### src/rtl/vend_pkg.sv
// Shared types for the multi-channel spiral vending controller: FSM encoding,
// key-code constants and the keypad matrix decode.
package vend_pkg;

    typedef enum logic [1:0] {
        ST_IDLE,
        ST_GET_CNT,
        ST_RUN,
        ST_FAULT
    } state_t;

    localparam logic [3:0] NO_KEY = 4'h0;
    localparam logic [3:0] CANCEL = 4'hA;

    // Exactly one column and one row bit must be set; anything else is no key.
    function automatic logic [3:0] key_decode(input logic [2:0] col, input logic [3:0] row);
        logic [1:0] c;
        logic [2:0] r;
        logic [3:0] res;
        res = NO_KEY;
        case (col)
            3'b100:  c = 2'd1;
            3'b010:  c = 2'd2;
            3'b001:  c = 2'd3;
            default: c = 2'd0;
        endcase
        case (row)
            4'b1000: r = 3'd1;
            4'b0100: r = 3'd2;
            4'b0010: r = 3'd3;
            4'b0001: r = 3'd4;
            default: r = 3'd0;
        endcase
        if (c != 2'd0 && r != 3'd0) begin
            if (r == 3'd4)
                res = (c == 2'd1) ? CANCEL : NO_KEY;
            else
                res = 4'(r - 3'd1) * 4'd3 + 4'(c);
        end
        return res;
    endfunction

    function automatic logic is_digit(input logic [3:0] code);
        return (code >= 4'd1) && (code <= 4'd9);
    endfunction

endpackage

### src/rtl/vend_key_deb.sv
// Keypad decode and debounce: one key_evt pulse per accepted press, re-armed
// only after the keypad has been quiet for KEY_DEB cycles.
module vend_key_deb
    import vend_pkg::*;
#(
    parameter int KEY_DEB = 16
) (
    input  logic       clock_in,
    input  logic       reset_in,
    input  logic [2:0] coluna_in,
    input  logic [3:0] linha_in,
    output logic       key_evt,
    output logic [3:0] key_code
);

    localparam int CW = $clog2(KEY_DEB + 1);

    logic [3:0]    code_now;
    logic [3:0]    code_q;
    logic [CW-1:0] cnt_q;
    logic [CW-1:0] cnt_nx;
    logic          ready_q;
    logic          stable;

    assign code_now = key_decode(coluna_in, linha_in);

    // cnt counts consecutive samples equal to code_q, saturating at KEY_DEB
    always_comb begin
        cnt_nx = cnt_q;
        if (code_now != code_q)
            cnt_nx = CW'(1);
        else if (cnt_q != CW'(KEY_DEB))
            cnt_nx = cnt_q + CW'(1);
    end

    assign stable = (cnt_nx == CW'(KEY_DEB));

    // ready_q starts low so a key held through reset cannot fire
    always_ff @(posedge clock_in or negedge reset_in) begin
        if (!reset_in) begin
            code_q   <= NO_KEY;
            cnt_q    <= '0;
            ready_q  <= 1'b0;
            key_evt  <= 1'b0;
            key_code <= NO_KEY;
        end else begin
            code_q  <= code_now;
            cnt_q   <= cnt_nx;
            key_evt <= 1'b0;
            if (stable && code_now == NO_KEY) begin
                ready_q <= 1'b1;
            end else if (stable && ready_q) begin
                key_evt  <= 1'b1;
                key_code <= code_now;
                ready_q  <= 1'b0;
            end
        end
    end

endmodule

### src/rtl/vend_ctrl_multi.sv
// Multi-channel spiral vending controller: keypad selects channel and turn
// count, the selected channel's sensor pair counts turns, with a per-turn timeout.
module vend_ctrl_multi
    import vend_pkg::*;
#(
    parameter int N_CH    = 4,
    parameter int CNT_W   = 4,
    parameter int KEY_DEB = 16,
    parameter int SNS_DEB = 16,
    parameter int TURN_TO = 4096
) (
    input  logic             clock_in,
    input  logic             reset_in,
    input  logic [2:0]       coluna_in,
    input  logic [3:0]       linha_in,
    input  logic [N_CH-1:0]  sensor1_in,
    input  logic [N_CH-1:0]  sensor2_in,
    output logic [N_CH-1:0]  rele_out,
    output logic             busy_out,
    output logic             fault_out,
    output logic [3:0]       ch_out,
    output logic [CNT_W-1:0] remaining_out
);

    localparam int SW = $clog2(SNS_DEB + 1);
    localparam int TW = $clog2(TURN_TO + 1);
    localparam logic [CNT_W-1:0] CNT_MAX = {CNT_W{1'b1}};

    state_t           state_q, state_nx;
    logic [3:0]       ch_q, ch_nx;
    logic [CNT_W-1:0] rem_q, rem_nx;
    logic             armed_q, armed_nx;
    logic [SW-1:0]    scnt_q, scnt_nx;
    logic [TW-1:0]    tcnt_q, tcnt_nx;
    logic             busy_q, fault_q;

    logic             key_evt;
    logic [3:0]       key_code;
    logic             cancel_evt, digit_evt;
    logic             sel_s1, sel_s2, both_high;
    logic             in_run, turn_done, timed_out;

    vend_key_deb #(.KEY_DEB(KEY_DEB)) u_key (
        .clock_in  (clock_in),
        .reset_in  (reset_in),
        .coluna_in (coluna_in),
        .linha_in  (linha_in),
        .key_evt   (key_evt),
        .key_code  (key_code)
    );

    assign cancel_evt = key_evt && (key_code == CANCEL);
    assign digit_evt  = key_evt && is_digit(key_code);

    // Only the selected channel's sensor pair feeds the turn logic
    always_comb begin
        sel_s1 = 1'b1;
        sel_s2 = 1'b1;
        for (int i = 0; i < N_CH; i++) begin
            if (ch_q == 4'(i + 1)) begin
                sel_s1 = sensor1_in[i];
                sel_s2 = sensor2_in[i];
            end
        end
    end

    assign both_high = sel_s1 & sel_s2;
    assign in_run    = (state_q == ST_RUN);
    assign turn_done = in_run && armed_q && both_high && (scnt_q == SW'(SNS_DEB - 1));
    assign timed_out = (tcnt_q == TW'(TURN_TO - 1));

    always_comb begin
        state_nx = state_q;
        ch_nx    = ch_q;
        rem_nx   = rem_q;
        case (state_q)
            ST_IDLE: begin
                if (digit_evt && key_code <= 4'(N_CH)) begin
                    ch_nx    = key_code;
                    state_nx = ST_GET_CNT;
                end
            end
            ST_GET_CNT: begin
                if (cancel_evt) begin
                    ch_nx    = 4'd0;
                    state_nx = ST_IDLE;
                end else if (digit_evt) begin
                    if (int'(key_code) > int'(CNT_MAX))
                        rem_nx = CNT_MAX;
                    else
                        rem_nx = CNT_W'(key_code);
                    state_nx = ST_RUN;
                end
            end
            ST_RUN: begin
                // Cancel outranks a turn completing in the same cycle
                if (cancel_evt) begin
                    rem_nx   = '0;
                    ch_nx    = 4'd0;
                    state_nx = ST_IDLE;
                end else if (turn_done && rem_q != '0) begin
                    rem_nx = rem_q - CNT_W'(1);
                    if (rem_q == CNT_W'(1)) begin
                        ch_nx    = 4'd0;
                        state_nx = ST_IDLE;
                    end
                end else if (timed_out) begin
                    state_nx = ST_FAULT;
                end
            end
            ST_FAULT: begin
                if (cancel_evt) begin
                    rem_nx   = '0;
                    ch_nx    = 4'd0;
                    state_nx = ST_IDLE;
                end
            end
            default: state_nx = ST_IDLE;
        endcase
    end

    // Arming and both-high debounce; counters are held clear outside RUN
    always_comb begin
        armed_nx = armed_q;
        scnt_nx  = scnt_q;
        tcnt_nx  = '0;
        if (!in_run) begin
            armed_nx = 1'b0;
            scnt_nx  = '0;
        end else begin
            if (!both_high) begin
                armed_nx = 1'b1;
                scnt_nx  = '0;
            end else if (armed_q) begin
                if (turn_done) begin
                    armed_nx = 1'b0;
                    scnt_nx  = '0;
                end else if (scnt_q != SW'(SNS_DEB)) begin
                    scnt_nx = scnt_q + SW'(1);
                end
            end else begin
                scnt_nx = '0;
            end
            if (turn_done)
                tcnt_nx = '0;
            else if (!timed_out)
                tcnt_nx = tcnt_q + TW'(1);
            else
                tcnt_nx = tcnt_q;
        end
    end

    always_ff @(posedge clock_in or negedge reset_in) begin
        if (!reset_in) begin
            state_q <= ST_IDLE;
            ch_q    <= 4'd0;
            rem_q   <= '0;
            armed_q <= 1'b0;
            scnt_q  <= '0;
            tcnt_q  <= '0;
            busy_q  <= 1'b0;
            fault_q <= 1'b0;
        end else begin
            state_q <= state_nx;
            ch_q    <= ch_nx;
            rem_q   <= rem_nx;
            armed_q <= armed_nx;
            scnt_q  <= scnt_nx;
            tcnt_q  <= tcnt_nx;
            busy_q  <= (state_nx == ST_RUN);
            fault_q <= (state_nx == ST_FAULT);
        end
    end

    assign busy_out      = busy_q;
    assign fault_out     = fault_q;
    assign ch_out        = ch_q;
    assign remaining_out = rem_q;

    // Second term drives any parked-between-positions spiral home, except in FAULT
    for (genvar i = 0; i < N_CH; i++) begin : g_rele
        assign rele_out[i] = (in_run && ch_q == 4'(i + 1))
                           | (~sensor1_in[i] & ~sensor2_in[i] & (state_q != ST_FAULT));
    end

endmodule

### config.mk
export PLATFORM = sky130hd
export DESIGN_NAME = vend_ctrl_multi
export DESIGN_NICKNAME = d
export VERILOG_FILES = /design/src/rtl/vend_pkg.sv /design/src/rtl/vend_key_deb.sv /design/src/rtl/vend_ctrl_multi.sv
export SDC_FILE = /design/constraint.sdc
export NUM_CORES = 1
export LEC_CHECK = 0
export CAP_MARGIN = 0
export CORE_ASPECT_RATIO = 1.1
export CORE_UTILIZATION = 57
export DETAILED_ROUTE_END_ITERATION = 7
export HOLD_SLACK_MARGIN = 0.02
export PLACE_DENSITY = 0.8
export SYNTH_ARGS = -nofsm -noshare
export SYNTH_HDL_FRONTEND = slang
export SYNTH_SLANG_ARGS = --single-unit
### constraint.sdc
create_clock -name clock_in -period 2.9 [get_ports clock_in]
set_input_delay 0.435 -clock clock_in [delete_from_list [all_inputs] [get_ports clock_in]]
set_output_delay 0.435 -clock clock_in [all_outputs]
set_load 0.01 [all_outputs]
==> impl_results.md <==
* Switching fraction of total power at 31.5%
* Routed Antenna Nets at 0
* DIE HEIGHT at 77.9 microns
* Simple-Gate Fraction of Synth Area at 24.7%
* Area growth from synthesis to layout at 29.2%
* CTS Hold Bufs at 0
* Fin nets at 431
* DRC at 1
* Top_reg_cell synth: dfrtp_1
* N_diodes at 0
* IO buf count at 30
* Initial core utilization at 59.3%
* Shortest period the worst path allows at 3.98 ns
* CTS Buf Count at 5
* R2r setup slk at 0.26 ns
* Yosys warning total at 0
* Worst Max-Slew Pin Slew at 0.993 ns
* Worst Skew at 0.00871 ns
* Synthesized area at 2990 sq um
* Distinct cell type count after synthesis at 60
* Core ar. at 5030 sq um
* Internal at 1.16 mW
* Clock Latency Late Sink at 0.30 ns
* Clock sink total at 46
* # H-tree levels at 2
* CP required at 3.09 ns
* Slew Limit Fails at 0
* Failing checks: design-rule violations, negative setup slack
* Achievable Freq at 251 MHz
* Final Cycle Share at 137%
* FF-to-FF path depth at 9
* Initial DRC Count at 202
* Startpoint types: input port
* Die X at 71.0 microns
* CP Capture Type: register
* Grt ovf at 0
* Maximum clock path buffer count at 2
* LEAKAGE at 1.66 nW
* RSZ-0062 raised after global routing: yes
* Post-synth EDFFs at 0
* Post-synthesis mux area share at 3.77%
* GRT Total Usage at 26.3%
* Largest net degree at the start of global routing at 47
* Crit Reg-Reg Endpoint: u_key.key_code[2]$_DFFE_PN0P_
* Final setup fails at 12
* Synth Area in Compound Gates at 15.9%
* P_sw at 0.533 mW
* Hold Fails Final Rpt at 0
* Wire per inst at 14.9 microns
* Worst slew margin at 33.8%
* Final Util at 76.7%
* Placer Congestion at 0.842
* First-pass iteration count of the detailed router at 6
* Fraction of layout cells with a size suffix above 1 at 21.4%
* Core Rows at 27
* Root Buffer: clkbuf_8
* First-pass GRT wire length at 11600 microns
* Flop pwr share at 43.3%
* Synth Area in XOR/XNOR at 5.87%
* Seq cells post-synth at 46
* Reg-to-Reg Start: u_key.cnt_q[0]$_DFF_PN0_
* Largest family of logic cells by synthesized area: simple AND/OR/NAND/NOR gates
* Final WL at 6860 microns
* Post-synth ARST share at 100%
* VDD IR-drop max at 328 uV
* Total power draw at 1.69 mW
* CTS tree: yes
* Mean post-synth cell area at 8.94 sq um
* DP HPWL at 4870 microns
* WP data arrival at 4.17 ns
* Syn Inst Count at 334
* Clk pwr share at 23.3%
* Initial antenna violation count at 0
* Via count of the routed design at 2743
* Avg Vias per Cell at 5.98
* Reg clk slew, reported paths at 0.09 ns
* Min-delay worst type: in -> async
* Commonest non-fill, non-tap cell in the layout: dfrtp_1
* Die area at 5530 sq um
* Post-Synth Adder-Cell Area at 6.12%
* Max-cap violations at 0
* Logic pwr share at 33.4%
* Synth Net Count at 365
* Setup TNS at -10.28 ns
* Critical path class: in -> reg
* # IOs at 31
* Sequential element share of the synthesized area at 38.5%
* Post-route worst setup slack at -1.08 ns
* Pwr Density at 438 nW/um^2
* Most frequent cells in the layout: dfrtp_1 (46), buf_4 (37), nor2_1 (36), clkdlybuf4s50_1 (25), nand2_1 (24)
* Status: complete, but fails checks
* Crit path max fanout at 5
* Number of global-route vias before repair at 2612
per-layer routing:
metal | global-route usage, % | share of wire [%] | vias up
li1 | - | - | 1331
met4 | 8.60 | 1.1 | 0
met5 | 0 | 0 | -
met1 | 32.8 | 44 | 1335
met2 | 46.1 | 52 | 70
met3 | 4.29 | 3.4 | 7
critical path, stage by stage:
cell and delay [ns]:
buf_8 0.11, xnor2_2 0.13, or3_4 0.39, ha_4 0.18
ha_4 0.26, inv_2 0.04, ha_4 0.20, fa_1 0.50
or4bb_4 0.49, o22ai_4 0.22, xor2_2 0.10, nor4_2 0.24
o311ai_2 0.15, or3_4 0.40, mux2_4 0.31
flip-flops by register name, indices dropped and copies added, names as in the netlist, 2 cells and up:
name,count
remaining_out,4
ch_out,4
state_q,2
u_key.code_q,4
u_key.key_code,4
tcnt_q,13
u_key.cnt_q,5
scnt_q,5
worst max path at each step:
stage / startpoint / endpoint / slack [ns] / cells past startpoint
2_1_floorplan: linha_in[2] / u_key.key_code[0]$_DFFE_PN0P_ / -1.49 / 16
3_3_place_gp: linha_in[1] / u_key.key_code[2]$_DFFE_PN0P_ / -1.83 / 15
3_5_place_dp: linha_in[1] / u_key.key_code[2]$_DFFE_PN0P_ / -1.97 / 15
4_1_cts: linha_in[3] / u_key.key_code[3]$_DFFE_PN0P_ / -1.08 / 15
5_1_grt: linha_in[3] / u_key.key_code[2]$_DFFE_PN0P_ / -1.15 / 15
6_report: linha_in[3] / u_key.key_code[2]$_DFFE_PN0P_ / -1.08 / 15
per-stage QoR:
stage,area [sq um],instances,setup WS [ns],hold slack [ns]
floorplan,3060,334,-1.49,0.139
global placement,3600,444,-1.83,0.499
detailed placement,3600,444,-1.97,0.510
CTS,3800,456,-1.08,0.326
global route,3860,459,-1.15,0.367
finish,3860,459,-1.08,0.285
cell usage after synthesis (2+ instances only):
cell,n,share of area (%)
mux2_2,2,0.75
or2_2,2,0.42
or4b_4,2,0.92
nand4b_1,2,0.59
clkbuf_1,6,0.75
or4b_2,2,0.67
ha_1,13,5.4
or4bb_1,2,0.75
o22a_1,4,1.2
and3_1,2,0.42
nor4_1,3,0.63
nand2_1,24,3.0
mux2_4,4,2.0
nor3_1,13,2.2
nand3_1,14,2.3
buf_6,3,1.1
nor2_1,40,5.0
nor4b_1,3,0.88
or3_1,8,1.7
mux2i_1,3,1.0
a21oi_1,17,2.8
a31oi_1,4,0.84
and2_1,4,0.84
xnor2_1,9,2.6
nand3b_1,2,0.50
a211oi_1,2,0.50
nor2b_1,4,0.84
nand4_1,4,0.84
inv_1,24,3.0
nand2b_1,4,0.84
dfrtp_1,46,39
o21a_1,2,0.50
o311a_1,2,0.67
xor2_1,11,3.2
o21ai_0,14,2.3
o22ai_1,8,1.7
a21o_1,2,0.50
power groups by stage:
stage / Combinational (mW) / Clock [mW] / Sequential, mW
finish: 0.564 / 0.394 / 0.732
global route: 0.609 / 0.429 / 0.737
CTS: 0.493 / 0.404 / 0.731
detailed placement: 0.430 / 0 / 0.744
global placement: 0.413 / 0 / 0.739
floorplan: 0.306 / 0 / 0.722
cell type report:
cell class / instances / area, sq um
Multi-Input combinational cell: 254 / 1840
Fill cell: 358 / 1170
Sequential cell: 46 / 1150
Timing Repair Buffer: 69 / 614
Inverter: 24 / 90.1
Tap cell: 58 / 72.6
Clock buffer: 5 / 68.8
Clock inverter: 3 / 21.3
logic make-up (layout without fill, tap and decap cells):
kind of cell    Yosys count  after routing
compound gates           71             71
xor+xnor                 20             20
fa+ha+maj                14             14
buf+inv                  34            101
flops                    46             46
mux                       9              9
simple gates            140            140
timing repair:
action / CTS / global route
buffers inserted: 4 / 4
setup endpoints to repair: 14 / 12
gates resized for setup: 37 / 7
pin swaps: 9 / 1
No activity file was read; power rests on OpenSTA's default activity.
